[config.mk]
export PLATFORM = sky130hd
export DESIGN_NAME = controller_sequencer_flat
export DESIGN_NICKNAME = d
export VERILOG_FILES = /design/src/rtl/controller_sequencer_pkg.sv /design/src/rtl/controller_sequencer_if.sv /design/src/rtl/controller_sequencer_ring.sv /design/src/rtl/controller_sequencer.sv /design/src/flat_wrapper.sv
export SDC_FILE = /design/constraint.sdc
export NUM_CORES = 1
export LEC_CHECK = 0
export BUFFER_PORTS_ARGS = -buffer_cell sky130_fd_sc_hd__buf_2
export CORE_AREA = 4 4 41 43
export CTS_CLUSTER_DIAMETER = 100
export DETAILED_ROUTE_END_ITERATION = 8
export DIE_AREA = 0 0 45 47
export PLACE_DENSITY = 0.8
export SETUP_SLACK_MARGIN = 0.3
export SLEW_MARGIN = 20
export SYNTH_ARGS = -nofsm -noshare
export SYNTH_HDL_FRONTEND = slang
export SYNTH_SLANG_ARGS = --single-unit
[constraint.sdc]
create_clock -name clk_n -period 3.7 [get_ports clk_n]
set_input_delay 0.185 -clock clk_n [delete_from_list [all_inputs] [get_ports clk_n]]
set_output_delay 0.185 -clock clk_n [all_outputs]
set_load 0.01 [all_outputs]
[src/rtl/controller_sequencer_pkg.sv]
// SAP-1 shared definitions: opcodes, one-hot T-states, control-word bit positions.
// No logic; latency and backpressure n/a.
package sap1_pkg;

  localparam int OP_W = 4;

  localparam logic [OP_W-1:0] OP_LDA = 4'h0;
  localparam logic [OP_W-1:0] OP_ADD = 4'h1;
  localparam logic [OP_W-1:0] OP_SUB = 4'h2;
  localparam logic [OP_W-1:0] OP_OUT = 4'hE;
  localparam logic [OP_W-1:0] OP_HLT = 4'hF;

  localparam int T_W = 6;

  typedef enum logic [T_W-1:0] {
    T1 = 6'b000001,
    T2 = 6'b000010,
    T3 = 6'b000100,
    T4 = 6'b001000,
    T5 = 6'b010000,
    T6 = 6'b100000
  } tstate_e;

  typedef enum int unsigned {
    CP = 0, EP = 1, LM = 2, CE = 3, LI = 4, EI = 5,
    LA = 6, EA = 7, LB = 8, SU = 9, EU = 10, LO = 11
  } ctrl_idx_e;

  localparam int CTRL_W = 12;

  typedef logic [CTRL_W-1:0] ctrl_word_t;

endpackage

[src/rtl/controller_sequencer_if.sv]
// Control bundle between the sequencer (master) and the datapath (slave).
// Purely combinational wires; no latency, no backpressure.
interface controller_sequencer_if;
  import sap1_pkg::*;

  logic [OP_W-1:0] opcode;
  logic [T_W-1:0]  t_state;
  logic cp, ep, lm, ce, li, ei, la, ea, lb, su, eu, lo;
  logic hlt;

  modport master (
    input  opcode,
    output t_state, cp, ep, lm, ce, li, ei, la, ea, lb, su, eu, lo, hlt
  );

  modport slave (
    output opcode,
    input  t_state, cp, ep, lm, ce, li, ei, la, ea, lb, su, eu, lo, hlt
  );

endinterface

[src/rtl/controller_sequencer_ring.sv]
// One-hot T1..T6 ring counter; advances every edge unless hold, clr returns to T1.
// State visible same cycle; hold freezes the ring (used for halt).
module ring_counter
  import sap1_pkg::*;
(
  input  logic           clk_n,
  input  logic           clr,
  input  logic           hold,
  output logic [T_W-1:0] t_state
);

  tstate_e state_q, state_d;

  always_ff @(posedge clk_n) begin
    if (clr) state_q <= T1;
    else     state_q <= state_d;
  end

  always_comb begin
    state_d = state_q;
    if (!hold) begin
      case (state_q)
        T1:      state_d = T2;
        T2:      state_d = T3;
        T3:      state_d = T4;
        T4:      state_d = T5;
        T5:      state_d = T6;
        T6:      state_d = T1;
        default: state_d = T1;
      endcase
    end
  end

  assign t_state = state_q;

endmodule

[src/rtl/controller_sequencer.sv]
// SAP-1 control unit: ring counter plus combinational opcode decode of all W-bus controls.
// Controls valid in the same T-state (zero latency); halt freezes sequencing until clr.
module controller_sequencer
  import sap1_pkg::*;
(
  input  logic                   clk_n,
  input  logic                   clr,
  controller_sequencer_if.master bus
);

  logic [T_W-1:0] t_state;
  logic           halted_q;
  logic           halt_now;
  ctrl_word_t     ctrl;

  // Halt is taken on the T4 edge itself, so the ring must not advance past T4.
  assign halt_now = (t_state == T4) && (bus.opcode == OP_HLT) && !halted_q;

  ring_counter u_ring (
    .clk_n   (clk_n),
    .clr     (clr),
    .hold    (halted_q || halt_now),
    .t_state (t_state)
  );

  always_ff @(posedge clk_n) begin
    if (clr)           halted_q <= 1'b0;
    else if (halt_now) halted_q <= 1'b1;
  end

  // Halted gating matters: opcode may wander while frozen in T4.
  always_comb begin
    ctrl = '0;
    if (!clr && !halted_q) begin
      case (t_state)
        T1: begin
          ctrl[EP] = 1'b1;
          ctrl[LM] = 1'b1;
        end
        T2: ctrl[CP] = 1'b1;
        T3: begin
          ctrl[CE] = 1'b1;
          ctrl[LI] = 1'b1;
        end
        T4: begin
          if (bus.opcode == OP_LDA || bus.opcode == OP_ADD || bus.opcode == OP_SUB) begin
            ctrl[EI] = 1'b1;
            ctrl[LM] = 1'b1;
          end else if (bus.opcode == OP_OUT) begin
            ctrl[EA] = 1'b1;
            ctrl[LO] = 1'b1;
          end
        end
        T5: begin
          if (bus.opcode == OP_LDA) begin
            ctrl[CE] = 1'b1;
            ctrl[LA] = 1'b1;
          end else if (bus.opcode == OP_ADD || bus.opcode == OP_SUB) begin
            ctrl[CE] = 1'b1;
            ctrl[LB] = 1'b1;
          end
        end
        T6: begin
          if (bus.opcode == OP_ADD || bus.opcode == OP_SUB) begin
            ctrl[EU] = 1'b1;
            ctrl[LA] = 1'b1;
            ctrl[SU] = (bus.opcode == OP_SUB);
          end
        end
        default: ctrl = '0;
      endcase
    end
  end

  assign bus.t_state = t_state;
  assign bus.hlt     = halted_q;
  assign bus.cp      = ctrl[CP];
  assign bus.ep      = ctrl[EP];
  assign bus.lm      = ctrl[LM];
  assign bus.ce      = ctrl[CE];
  assign bus.li      = ctrl[LI];
  assign bus.ei      = ctrl[EI];
  assign bus.la      = ctrl[LA];
  assign bus.ea      = ctrl[EA];
  assign bus.lb      = ctrl[LB];
  assign bus.su      = ctrl[SU];
  assign bus.eu      = ctrl[EU];
  assign bus.lo      = ctrl[LO];

endmodule

[src/flat_wrapper.sv]
// flat-port wrapper written by rule: the top's interface ports become plain ports
module controller_sequencer_flat import sap1_pkg::*;
  (clk_n, clr, bus_opcode, bus_t_state, bus_cp, bus_ep, bus_lm, bus_ce, bus_li, bus_ei, bus_la, bus_ea, bus_lb, bus_su, bus_eu, bus_lo, bus_hlt);
  controller_sequencer_if bus_i ();
  input  logic clk_n;
  input  logic clr;
  input wire logic [$bits(bus_i.opcode)-1:0] bus_opcode;
  output wire logic [$bits(bus_i.t_state)-1:0] bus_t_state;
  output wire logic [$bits(bus_i.cp)-1:0] bus_cp;
  output wire logic [$bits(bus_i.ep)-1:0] bus_ep;
  output wire logic [$bits(bus_i.lm)-1:0] bus_lm;
  output wire logic [$bits(bus_i.ce)-1:0] bus_ce;
  output wire logic [$bits(bus_i.li)-1:0] bus_li;
  output wire logic [$bits(bus_i.ei)-1:0] bus_ei;
  output wire logic [$bits(bus_i.la)-1:0] bus_la;
  output wire logic [$bits(bus_i.ea)-1:0] bus_ea;
  output wire logic [$bits(bus_i.lb)-1:0] bus_lb;
  output wire logic [$bits(bus_i.su)-1:0] bus_su;
  output wire logic [$bits(bus_i.eu)-1:0] bus_eu;
  output wire logic [$bits(bus_i.lo)-1:0] bus_lo;
  output wire logic [$bits(bus_i.hlt)-1:0] bus_hlt;
  assign bus_i.opcode = bus_opcode;
  assign bus_t_state = bus_i.t_state;
  assign bus_cp = bus_i.cp;
  assign bus_ep = bus_i.ep;
  assign bus_lm = bus_i.lm;
  assign bus_ce = bus_i.ce;
  assign bus_li = bus_i.li;
  assign bus_ei = bus_i.ei;
  assign bus_la = bus_i.la;
  assign bus_ea = bus_i.ea;
  assign bus_lb = bus_i.lb;
  assign bus_su = bus_i.su;
  assign bus_eu = bus_i.eu;
  assign bus_lo = bus_i.lo;
  assign bus_hlt = bus_i.hlt;
  controller_sequencer u_core (.clk_n(clk_n), .clr(clr), .bus(bus_i));
endmodule
## Word level (Yosys, flattened, before mapping)

Index checks and enable logic that the tools add are counted.
Widths: inputs -> output; s select.

- Output and inout bits: 19
- Register bits after elaboration: 7
- Input bits: 6
- Logic and storage cells: 42

- Reduce and logical (&&, ||, !) cells: 10
- Equal/unequal tests: 10
- Multiplexer cells: 20

Operator list:

| cell | count |
|---|---|
| $pmux 6 s5 | 1 |
| $mux 1 | 13 |
| $mux 12 | 1 |
| $eq 4x4->1 const B | 2 |
| $eq 6x1->1 const B | 1 |
| $eq 6x2->1 const B | 1 |
| $eq 6x3->1 const B | 1 |
| $eq 6x4->1 const B | 1 |
| $eq 6x5->1 const B | 1 |
| $eq 6x6->1 const B | 1 |
| $pmux 1 s2 | 3 |
| $eq 4x1->1 const B | 1 |
| $eq 4x2->1 const B | 1 |
| $logic_not 4->1 | 1 |
| $logic_or 1x1->1 | 4 |
| $mux 2 | 2 |
| $logic_and 1x1->1 | 3 |
| $logic_not 1->1 | 2 |

## Longest topological paths before layout

- Depth after elaboration: 6
- Mapped depth: 4
- Mapped depth without buffers: 3

## By module

Synthesis repeated with hierarchy kept, for this count alone.

- Cell total of the unflattened synthesis: 72
- Area, all modules: 566.8 um2

Modules (own cells, without submodules):

| module | cells an instance | instances | area an instance (um2) | sequential area each (um2) |
|---|---|---|---|---|
| ring_counter | 37 | 1 | 314.1 | 120.1 |
| controller_sequencer | 35 | 1 | 252.7 | 20.0 |

## Worst setup path after synthesis

No wires, ideal clock.

- Path type: reg-to-output
- Start: register u_core.halted_q, in the netlist u_core.bus.hlt
- End: output port bus_su
- Setup slack: 2.205 ns
- Stages on the path, launching flop included: 5
- Arrival: 1.310 ns
- Required time: 3.515 ns
- Buffers on the path: 1
- Path through: dfxtp_1 > buf_2 > nor4_4 > nand2_1 > nor4_1

- Longest elaborated chain between the ends: 3

RTL lines:

| what | line | text |
|---|---|---|
| from (decl) | controller_sequencer.sv:12 | `logic halted_q;` |
| from (signal assigned) | controller_sequencer.sv:27 | `if (clr) halted_q <= 1'b0;` |
| from (signal assigned) | controller_sequencer.sv:28 | `else if (halt_now) halted_q <= 1'b1;` |
| $logic_not 1->1 | controller_sequencer.sv:34 | `if (!clr && !halted_q) begin` |
| $logic_and 1x1->1 | controller_sequencer.sv:34 |  |
| $mux 12 | controller_sequencer.sv:34 |  |
| to (decl) | flat_wrapper.sv:18 | `output wire logic [$bits(bus_i.su)-1:0] bus_su;` |

No other way between the ends.

## Final worst setup path

Same ends and word-level chain as after synthesis.

==> flow_metrics.env <==
export IMPL_fin_skew_ns=0.00312
export IMPL_use_met3_pct=2.30
export IMPL_drt_iter0_markers=8
export IMPL_gp_congestion=0.817
export IMPL_cts_max_path_buffers=2
export IMPL_vias=619
export IMPL_grt_overflow_total=0
export IMPL_place_inst=108
export IMPL_path_buf_inv=1
export IMPL_wl_um=1390
export IMPL_die_area_um2=2120
export IMPL_antenna_found_initial=0
export IMPL_cp_arrival_ns=1.62
export IMPL_grt_usage_pct=14.4
export IMPL_crit_path_max_fanout=11
export IMPL_cts_root_buf="clkbuf_4"
export IMPL_synth_edf_count=0
export IMPL_routedWlPerCell_um=12.4
export IMPL_critPathCaptureType="output pin"
export IMPL_coreArea_um2=1300
export IMPL_ys_warn_count=0
export IMPL_hpwl_um=1100
export IMPL_tns_ns=0
export IMPL_status="finished clean"
export IMPL_rrSetupSlack_ns=2.36
export IMPL_ctsHoldBuffers=0
export IMPL_grt_max_degree=12
export IMPL_period_share_pct=48.7
export IMPL_layout_min_cycle_time_ns=1.80
export IMPL_worstHoldStart="clr"
export IMPL_finalSetupViolCount=0
export IMPL_antenna_left=0
export IMPL_path_cells="nor4_4 -> nand2_1 -> nor4_1 -> buf_2"
export IMPL_syn_area_um2=578
export IMPL_pwr_density_cell_nw_per_um2=307
export IMPL_start_util_pct=44.4
export IMPL_grt_most_used_layer="met2"
export IMPL_placed_cell_area_um2=674
export IMPL_worstHoldPathType="in -> reg"
export IMPL_synth_seq_cells=7
export IMPL_syn_area_per_cell_um2=7.61
export IMPL_ys_flop_type="dfxtp_1"
export IMPL_startpoint="u_core.bus.hlt"
export IMPL_syn_nets=82
export IMPL_crit_type="reg -> out"
export IMPL_h_tree_depth=1
export IMPL_crit_required_ns=3.51
export IMPL_path_delay_family="simple AND/OR/NAND/NOR gates"
export IMPL_use_met2_pct=20.6
export IMPL_synthArstFlopShare_pct=0
export IMPL_clk_pin_slew_ns=0.05
export IMPL_nets=104
export IMPL_numCtsBuffers=3
export IMPL_rows=13
export IMPL_cts_setup_buffers=0
export IMPL_grt_pass1_vias=519
export IMPL_clk_latency_ns=0.26
export IMPL_relSlewSlack_pct=71.9
export IMPL_cts_resized=0
export IMPL_area_growth_pct=21.2
export IMPL_hold_viol_final=0
export IMPL_drc_errors=0
export IMPL_p_leak_nw=0.327
export IMPL_ir_drop_mv=0.0984
export IMPL_rsz0062_at_grt="no"
export IMPL_routed_via_density=5.53
export IMPL_start_kind="register"
export IMPL_cap_violations=0
export IMPL_seq_area_frac_synth_pct=24.2
export IMPL_tritoncts="yes"
export IMPL_dr_pass1_iters=4
export IMPL_synthCells=76
export IMPL_clkSinkCount=7
export IMPL_layout_drive_gt1_share_pct=33.0
export IMPL_antenna_cells=0
export IMPL_fin_area_um2=701
export IMPL_die_h_um=47
export IMPL_max_stage_delay_ns=0.43
export IMPL_slew_violations=0
export IMPL_tightest_slew_ns=0.419
export IMPL_timing_fmax_mhz=555
export IMPL_final_cell_mix="buf_2 (24), nand2_1 (9), nor2_1 (9)"
export IMPL_r2r_start="u_core.u_ring.t_state[3]"
export IMPL_port_buffer_count=24
export IMPL_grt_first_pass_wirelength_um=2190
export IMPL_chipWidth_um=45
export IMPL_mostFrequentLayoutCell="buf_2"
export IMPL_worst_path_max_delay_cell="dfxtp_1"
export IMPL_ioPinCount=25
export IMPL_fin_cells=112
export IMPL_met1_usage_pct=19.4
export IMPL_ys_types=33
-- cells in the mapped netlist, types with 2 or more instances --
master	count	area [um2]
xor2_1	2	17.5
nand2_1	9	33.8
inv_1	3	11.3
buf_2	4	20.0
nor4_4	2	42.5
dfxtp_1	7	140
a31oi_1	2	12.5
nand2b_1	2	12.5
and4_1	3	26.3
nor2b_1	2	12.5
nor3_1	5	25.0
nand3_1	3	15.0
a21oi_1	2	10.0
nor2_1	9	33.8
nor4b_1	3	26.3
-- cell families (layout without fill, tap and decap cells) --
group,count (synthesis),after routing,share of synthesized area (%)
AOI/OAI and AO/OA,11,11,13.2
DFF,7,7,24.2
buffers and inverters,10,31,9.31
xor gates and xnor gates,2,2,3.03
and+or+nand+nor,46,46,50.2
-- path summary, 6_finish.rpt --
path | to | cells past startpoint
max | bus_su | 4
min | u_core.u_ring.t_state[5] | 2
max reg2reg | u_core.u_ring.t_state[0] | 3
min reg2reg | u_core.u_ring.t_state[3] | 2
-- worst reg2reg max path: cells and delay by family (launching register included) --
family,cells,cell delay [ns]
AOI/OAI and AO/OA,2,0.41
DFF,1,0.46
and+or+nand+nor,1,0.35
-- routing by layer --
layer / wire length, um / share of wire [%]
met3: 108 / 7.8
met5: 0 / 0
met2: 573 / 41
met1: 664 / 48
met4: 40 / 2.9
-- power by group --
| group | leakage, nW | internal [mW] | switching, mW | total [mW] |
|---|---|---|---|---|
| Combinational | 0.255 | 0.0240 | 0.0267 | 0.0506 |
| Clock | 0.0150 | 0.0413 | 0.0299 | 0.0712 |
| Sequential | 0.0570 | 0.0800 | 0.0133 | 0.0933 |
-- through the flow --
stage	setup slack (ns)	hold WS (ns)	utilization [%]	power, mW
floorplan	2.21	0.424	-	0.132
global placement	2.17	0.488	51.8	0.144
detailed placement	2.17	0.482	51.8	0.145
CTS	1.89	0.209	53.8	0.217
global route	1.74	0.222	53.8	0.226
finish	1.90	0.213	53.8	0.215
-- registers in the layout (all words and copies together) (netlist names) --
name / flops
u_core.u_ring.t_state: 6
u_core.bus.hlt: 1
-- cell type report --
class	count	area, um2
repair buffers	24	120
clock buffers	4	26.3
flip-flops and latches	7	140
fillers	135	601
inverters	3	11.3
well taps	15	18.8
multi-input cells	59	384
(Power assumes the default switching activity.)
